### src/rtl/rv64_trap_ctrl.sv
// Machine-mode trap sequencer: accepts exceptions, timer interrupts and mret,
// writes the trap CSRs for one cycle, then redirects fetch and flushes the pipe.
module rv64_trap_ctrl #(
  parameter int XLEN = 64
) (
  input  logic            clk,
  input  logic            rst,
  input  logic            exc_valid_i,
  input  logic [XLEN-1:0] exc_cause_i,
  input  logic [XLEN-1:0] exc_pc_i,
  input  logic [XLEN-1:0] exc_tval_i,
  input  logic            mret_valid_i,
  input  logic            irq_timer_i,
  input  logic            commit_pc_valid_i,
  input  logic [XLEN-1:0] commit_pc_i,
  output logic            req_ready_o,
  input  logic [XLEN-1:0] csr_mstatus_i,
  input  logic [XLEN-1:0] csr_mepc_i,
  input  logic [XLEN-1:0] csr_mtvec_i,
  output logic [XLEN-1:0] csr_mstatus_o,
  output logic [XLEN-1:0] csr_mepc_o,
  output logic [XLEN-1:0] csr_mcause_o,
  output logic [XLEN-1:0] csr_mtval_o,
  output logic            csr_mstatus_valid_o,
  output logic            csr_mepc_valid_o,
  output logic            csr_mcause_valid_o,
  output logic            csr_mtval_valid_o,
  output logic            redirect_valid_o,
  output logic [XLEN-1:0] redirect_pc_o,
  input  logic            redirect_ready_i,
  output logic            flush_o
);

  localparam logic [XLEN-1:0] IRQ_CAUSE = {1'b1, (XLEN-1)'(7)};
  localparam logic [XLEN-1:0] VEC_OFS   = XLEN'(28);

  typedef enum logic [1:0] {IDLE, TRAP_WR, MRET_WR, REDIRECT} state_t;

  state_t          r_state, w_state_nxt;
  logic [XLEN-1:0] r_mepc, r_mcause, r_mtval, r_tgt;
  logic [XLEN-1:0] w_mepc_nxt, w_mcause_nxt, w_mtval_nxt, w_tgt_nxt;
  logic [XLEN-1:0] w_base;
  logic            w_irq_take, w_trap_wr, w_mret_wr;

  function automatic logic [XLEN-1:0] mstatus_on_trap(input logic [XLEN-1:0] s);
    logic [XLEN-1:0] r;
    r        = s;
    r[7]     = s[3];
    r[3]     = 1'b0;
    r[12:11] = 2'b11;
    return r;
  endfunction

  function automatic logic [XLEN-1:0] mstatus_on_mret(input logic [XLEN-1:0] s);
    logic [XLEN-1:0] r;
    r        = s;
    r[3]     = s[7];
    r[7]     = 1'b1;
    r[12:11] = 2'b11;
    return r;
  endfunction

  // The redirect target is resolved at accept time so it stays frozen
  // through REDIRECT regardless of later CSR input changes.
  always_comb begin
    w_state_nxt  = r_state;
    w_mepc_nxt   = r_mepc;
    w_mcause_nxt = r_mcause;
    w_mtval_nxt  = r_mtval;
    w_tgt_nxt    = r_tgt;
    w_base       = {csr_mtvec_i[XLEN-1:2], 2'b00};
    w_irq_take   = irq_timer_i & csr_mstatus_i[3] & commit_pc_valid_i;
    case (r_state)
      IDLE: begin
        if (exc_valid_i) begin
          w_state_nxt  = TRAP_WR;
          w_mepc_nxt   = exc_pc_i;
          w_mcause_nxt = exc_cause_i;
          w_mtval_nxt  = exc_tval_i;
          w_tgt_nxt    = w_base;
        end else if (w_irq_take) begin
          w_state_nxt  = TRAP_WR;
          w_mepc_nxt   = commit_pc_i;
          w_mcause_nxt = IRQ_CAUSE;
          w_mtval_nxt  = '0;
          w_tgt_nxt    = (csr_mtvec_i[1:0] == 2'b01) ? w_base + VEC_OFS : w_base;
        end else if (mret_valid_i) begin
          w_state_nxt  = MRET_WR;
          w_tgt_nxt    = {csr_mepc_i[XLEN-1:2], 2'b00};
        end
      end
      TRAP_WR:  w_state_nxt = REDIRECT;
      MRET_WR:  w_state_nxt = REDIRECT;
      REDIRECT: if (redirect_ready_i) w_state_nxt = IDLE;
      default:  w_state_nxt = IDLE;
    endcase
  end

  always_ff @(posedge clk or negedge rst) begin
    if (!rst) begin
      r_state  <= IDLE;
      r_mepc   <= '0;
      r_mcause <= '0;
      r_mtval  <= '0;
      r_tgt    <= '0;
    end else begin
      r_state  <= w_state_nxt;
      r_mepc   <= w_mepc_nxt;
      r_mcause <= w_mcause_nxt;
      r_mtval  <= w_mtval_nxt;
      r_tgt    <= w_tgt_nxt;
    end
  end

  always_comb begin
    w_trap_wr           = (r_state == TRAP_WR);
    w_mret_wr           = (r_state == MRET_WR);
    req_ready_o         = (r_state == IDLE);
    flush_o             = (r_state != IDLE);
    redirect_valid_o    = (r_state == REDIRECT);
    redirect_pc_o       = r_tgt;
    csr_mstatus_valid_o = w_trap_wr | w_mret_wr;
    csr_mepc_valid_o    = w_trap_wr;
    csr_mcause_valid_o  = w_trap_wr;
    csr_mtval_valid_o   = w_trap_wr;
    csr_mepc_o          = r_mepc;
    csr_mcause_o        = r_mcause;
    csr_mtval_o         = r_mtval;
    csr_mstatus_o       = '0;
    if (w_trap_wr)      csr_mstatus_o = mstatus_on_trap(csr_mstatus_i);
    else if (w_mret_wr) csr_mstatus_o = mstatus_on_mret(csr_mstatus_i);
  end

endmodule

### config.mk
export PLATFORM = sky130hd
export DESIGN_NAME = rv64_trap_ctrl
export DESIGN_NICKNAME = d
export VERILOG_FILES = /design/src/rtl/rv64_trap_ctrl.sv
export SDC_FILE = /design/constraint.sdc
export NUM_CORES = 1
export LEC_CHECK = 0
export CORE_AREA = 2 2 305 307
export CTS_CLUSTER_DIAMETER = 30
export CTS_CLUSTER_SIZE = 16
export DETAILED_ROUTE_END_ITERATION = 10
export DIE_AREA = 0 0 307 309
export PLACE_DENSITY_LB_ADDON = 0.3
export SLEW_MARGIN = 20
export SYNTH_ARGS = -nofsm -noshare
export SYNTH_HDL_FRONTEND = slang
export SYNTH_SLANG_ARGS = --single-unit
### constraint.sdc
create_clock -name clk -period 2.7 [get_ports clk]
set_input_delay 0.81 -clock clk [delete_from_list [all_inputs] [get_ports clk]]
set_output_delay 0.81 -clock clk [all_outputs]
set_load 0.02 [all_outputs]
==> flow_summary.yaml, run 1 <==
status:
  status: "finished, violations left"
  violations: "setup timing"
die:
  io_pins: 782
  fp.coreArea_um2: 91400
  die_h_um: 309
  start_util: 0.139
  die_x_um: 307
  dieArea_um2: 94900
  rows: 111
layout:
  drive_above_1_share: 0.209
  syn_to_final_growth_pct: 110
  final_util: 0.292
  nFillCells: 9474
  nets: 2730
  seq_area_um2: 6410
  instances_no_fill: 3517
  multi_input_area_um2: 6170
cts:
  worstSkewPairLatency_ns: 0.59
  clockBufferDepth: 3
  path_clk_slew_ns: 0.05
  cts_sinks: 256
  cts_buffers: 75
  ctsHtreeMaxLevel: 3
  cts_root_buf: "clkbuf_16"
  cts_tree: "yes"
sta:
  min_period_ns: 2.84
  tns_ns: -2.70
  relSlewSlack: 0.539
  hold_viol: 0
  finalCritPeriodShare: 1.05
  worst_pin_slew_ns: 0.692
  layout_setup_ws_ns: -0.140
  whs_ns: 0.211
  clock_skew_ns: 0.0284
  finalSetupViolations: 41
  fmax_mhz: 352
  drv_slew: 0
  rsz0062_at_grt: "true"
yosys:
  synth_area_leaders: "dfrtp_1, a22o_1, mux2i_1, o21ai_0, nand2_1"
  ys_types: 67
  syn-mean-instance-area_um2: 9.88
  ys_seq_area_frac: 0.505
  synth_common_cells: "dfrtp_1, nand2_1, a22o_1"
  synth_top_area_share: 0.505
  synth-edff-count: 0
  ys_warn_count: 0
  synth-seq-cells: 256
  synth_top_flop_cell: "dfrtp_1"
  ys_async_sr_fraction: 1.00
  syn_area_um2: 12700
  yosysMostFrequentCell: "dfrtp_1"
  synth_area_leader_cell: "dfrtp_1"
  syn_inst: 1284
placement:
  io_buffers: 775
  gp_congestion: 0.936
  dp_cells: 3356
  dp.final_hpwl_um: 60600
setup_path:
  r2r-start: "r_state[1]"
  r2r_slack_ns: 0.36
  path_class: "reg2out"
  crit_start: "r_state[0]"
  start_kind: "flip-flop"
  end_kind: "output port"
  ff2ff_path_depth: 10
  cp.required_ns: 1.89
  worstReg2RegEnd: "csr_mcause_o[30]"
  crit_fanout: 7
  cp.arrival_ns: 2.03
global_route:
  grt_max_degree: 94
  overflow: 0
  grt_pass1_wl_um: 108000
  track_usage: 0.155
  grt_pass1_vias: 15577
  antenna_found_initial: 18
routing:
  wl_um: 76700
  ant_nets: 0
  dr_total_vias: 14753
  via_per_inst: 4.19
  avgRoutedWirePerCell_um: 21.8
  drt-pass1-iter-count: 5
  drt_iter0_markers: 876
  drc: 0
pwr:
  powerDensity_nw_per_um2: 1160
  power.total_mw: 31.0
  p_leak_nw: 11.3
  ir_worst_vdd_mv: 0.657
run:
  cap_violations: 0
worst_hold_path:
  holdCritPathClass: "in2async"
[metal layers]
metal  routed length [um]  global-route usage  share of wire
met1                28900               0.175           0.38
met2                39400               0.281           0.51
met3                 6140              0.0412          0.080
met4                 2230              0.0516          0.029
met5                   26                   0        0.00034
[where the power goes]
group	leakage (nW)	internal, mW	switching, mW
Clock	1.30	6.36	2.73
Sequential	3.15	5.68	1.21
Combinational	6.83	7.38	7.67
Total	11.3	19.4	11.6
[cells by family after synthesis]
kind of cell,Yosys count,share of synthesized area
AO/OA/AOI/OAI,400,0.217
XOR/XNOR,20,0.0138
adder cells (fa/ha/maj),6,0.00592
buffers and inverters,110,0.0349
flip-flops,256,0.505
multiplexers,73,0.0579
other,1,0.000296
AND/OR/NAND/NOR,418,0.165
[state kept, by name, summed over array words and instances (netlist names)]
register       flops
csr_mepc_o        64
csr_mcause_o      64
redirect_pc_o     62
csr_mtval_o       64
r_state            2
[stage by stage]
stage	instance area [um^2]	setup slack [ns]
3_5_place_dp	23400	-0.571
2_1_floorplan	12700	0.0931
5_1_grt	26600	-0.215
4_1_cts	26300	-0.192
3_3_place_gp	23400	-0.588
6_report	26600	-0.140
[cells in the final DEF, fill, tap and decap left out, types with 9 or more instances in the layout]
cell             instances
nor4_1                   9
nor3_1                  23
clkbuf_16               79
xor2_1                  11
mux2i_1                 70
buf_2                   14
clkdlybuf4s50_1        698
buf_4                  215
o211ai_1                12
buf_6                   38
o22ai_1                 11
nand4_1                 16
a31oi_1                 10
buf_12                  29
a22o_1                 126
a21oi_1                 54
clkbuf_8                16
dfrtp_1                255
and3_1                  19
nand3_1                 44
xnor2_1                  9
nor2b_4                 26
o21ai_0                124
clkbuf_1                11
nand2_1                149
clkinv_2                17
nor2_1                  56
nor2b_1                 33
[worst max-delay path by stage]
stage	depth (start not counted)	end	slack [ns]
6_report	8	csr_mstatus_o[29]	-0.14
5_1_grt	8	csr_mstatus_o[29]	-0.22
4_1_cts	8	csr_mstatus_o[34]	-0.19
3_5_place_dp	9	redirect_pc_o[63]	-0.57
3_3_place_gp	10	redirect_pc_o[56]	-0.59
2_1_floorplan	8	redirect_pc_o[40]	0.09
[cell type report]
cell class | instances | share of cell area
timing repair buffer | 1008 | 0.372
sequential | 256 | 0.240
multi-input combinational | 919 | 0.232
clock buffer | 105 | 0.0831
tap | 1186 | 0.0557
clock inverter | 32 | 0.0160
inverter | 9 | 0.00131
antenna | 2 | 0.000188
[worst max-delay path: stages (launching register included)]
cell     delay, ns
dfrtp_2       0.43
inv_2         0.09
ha_4          0.16
nor2_4        0.05
buf_12        0.14
buf_12        0.13
buf_16        0.14
nor2b_2       0.14
buf_6         0.13
[repair_timing]
action                                  4_1_cts  5_1_grt
gates resized for setup                     351       72
setup buffers                                10       10
cloned                                        5        1
endpoints found under the setup margin       73       73
pin swaps                                     1        7
hold endpoints to repair                      0        0
hold buffers                                  0        0
Note: power is estimated with default switching activity, not from simulation.
==> inputs of run 2 (changes only) <==
CORE_AREA = 2 2 307 309   (was 2 2 305 307)
DIE_AREA = 0 0 309 311   (was 0 0 307 309)
DONT_BUFFER_PORTS = 1   (was default)
SETUP_SLACK_MARGIN = 0.05   (was default)
==> flow_summary.yaml, run 2 (synthesis results as in run 1) <==
status:
  status: "finished, violations left"
  violations: "hold timing, setup timing"
sta:
  tns_ns: -0.0763
  finalCritPeriodShare: 1.01
  finalSetupViolations: 14
  fmax_mhz: 368
  relSlewSlack: 0.515
  rsz0062_at_grt: "true"
  layout_setup_ws_ns: -0.0200
  drv_slew: 0
  hold_viol: 57
  min_period_ns: 2.72
  whs_ns: -0.0480
  worst_pin_slew_ns: 0.718
  clock_skew_ns: 0.0205
die:
  start_util: 0.137
  die_h_um: 311
  dieArea_um2: 96100
  die_x_um: 309
  fp.coreArea_um2: 92800
  io_pins: 782
  rows: 112
routing:
  dr_total_vias: 11720
  drt-pass1-iter-count: 5
  drt_iter0_markers: 1100
  via_per_inst: 4.28
  wl_um: 67400
  drc: 0
  avgRoutedWirePerCell_um: 24.6
  ant_nets: 0
layout:
  layout_common_cells: "dfrtp_1, nand2_1, a22o_1"
  mostFrequentLayoutCell: "dfrtp_1"
  syn_to_final_growth_pct: 43.3
  drive_above_1_share: 0.227
  nets: 1877
setup_path:
  crit_fanout: 15
  cp.arrival_ns: 1.91
  path_class: "reg2out"
  worstReg2RegEnd: "redirect_pc_o[27]"
  ff2ff_path_depth: 11
  end_kind: "output port"
  r2r-start: "r_state[0]"
  cp.required_ns: 1.89
  start_kind: "flip-flop"
  r2r_slack_ns: 0.41
placement:
  io_buffers: 0
  dp.final_hpwl_um: 52100
  gp_congestion: 0.911
cts:
  cts_buffers: 71
  worstSkewPairLatency_ns: 0.61
  cts_tree: "yes"
  path_clk_slew_ns: 0.04
  cts_sinks: 256
  ctsHtreeMaxLevel: 3
  cts_root_buf: "clkbuf_16"
  clockBufferDepth: 3
global_route:
  overflow: 0
  track_usage: 0.135
  grt_pass1_wl_um: 92400
  antenna_found_initial: 17
  grt_max_degree: 257
  grt_pass1_vias: 11915
pwr:
  ir_worst_vdd_mv: 0.598
  powerDensity_nw_per_um2: 1390
  p_leak_nw: 7.62
  power.total_mw: 25.3
run:
  cap_violations: 0
worst_hold_path:
  holdCritPathClass: "in2async"
## run 2: cell count changes in the layout (fill, tap and decap cells not counted), sizes merged, moves of 2 or more
cell,delta
buf,-142
clkdlybuf4s50,-698
clkinvlp,+2
clkinv,-7
diode,+12
inv,+4
clkbuf,-12
dlygate4sd2,-2
clkdlybuf4s15,-4
## run 2: layout make-up
type / instances / area [um^2]
multi-input combinational: 919 / 6060
tap: 1254 / 1570
sequential: 256 / 6410
timing repair buffer: 159 / 1550
inverter: 9 / 38.8
clock inverter: 32 / 490
antenna: 14 / 35.0
fill: 10207 / 74600
clock buffer: 94 / 2020
## run 2: timing repair
| item | 4_1_cts | 5_1_grt |
|---|---|---|
| resized for setup | 66 | 25 |
| pin swaps | 3 | 1 |
| cloned | 4 | 0 |
| hold endpoints to repair | 256 | 256 |
| endpoints found under the setup margin | 68 | 67 |
| setup buffers | 8 | 3 |
## run 2: stage by stage
step	instance area (um^2)	std cells	util	worst slack [ns]
floorplan	12700	1285	-	0.0931
global placement	15100	2582	0.163	-0.160
detailed placement	15100	2582	0.163	-0.133
CTS	18000	2720	0.194	-0.0627
global route	18200	2733	0.196	-0.117
finish	18200	2737	0.196	-0.0200
## run 2: power by group
part | switching, mW | internal (mW)
combinational | 3.63 | 3.19
clock | 2.69 | 6.04
sequential | 4.13 | 5.65
total | 10.4 | 14.9
## run 2: worst max-delay path by stage
stage                              endpoint            from  slack, ns
final                     csr_mstatus_o[10]      r_state[1]      -0.02
after global routing      csr_mstatus_o[58]      r_state[1]      -0.12
after CTS                 csr_mstatus_o[58]      r_state[1]      -0.06
after detailed placement  redirect_pc_o[60]  csr_mtvec_i[2]      -0.13
after global placement    redirect_pc_o[60]  csr_mtvec_i[2]      -0.16
after floorplan           redirect_pc_o[40]  csr_mtvec_i[2]       0.09
## run 2: worst max-delay path, cell delays in order (launching register included)
cell and delay [ns]:
dfrtp_2 0.44, inv_4 0.08, ha_4 0.14, nor2_4 0.04
buf_12 0.14, buf_16 0.16, nor2b_1 0.15, buf_4 0.16
## run 2: layer usage
layer / GRT usage / up-vias / part of all wire
li1: - / 5035 / -
met2: 0.221 / 772 / 0.48
met5: 0 / - / 0.00061
met1: 0.141 / 5751 / 0.35
met4: 0.0791 / 6 / 0.048
met3: 0.0612 / 156 / 0.12
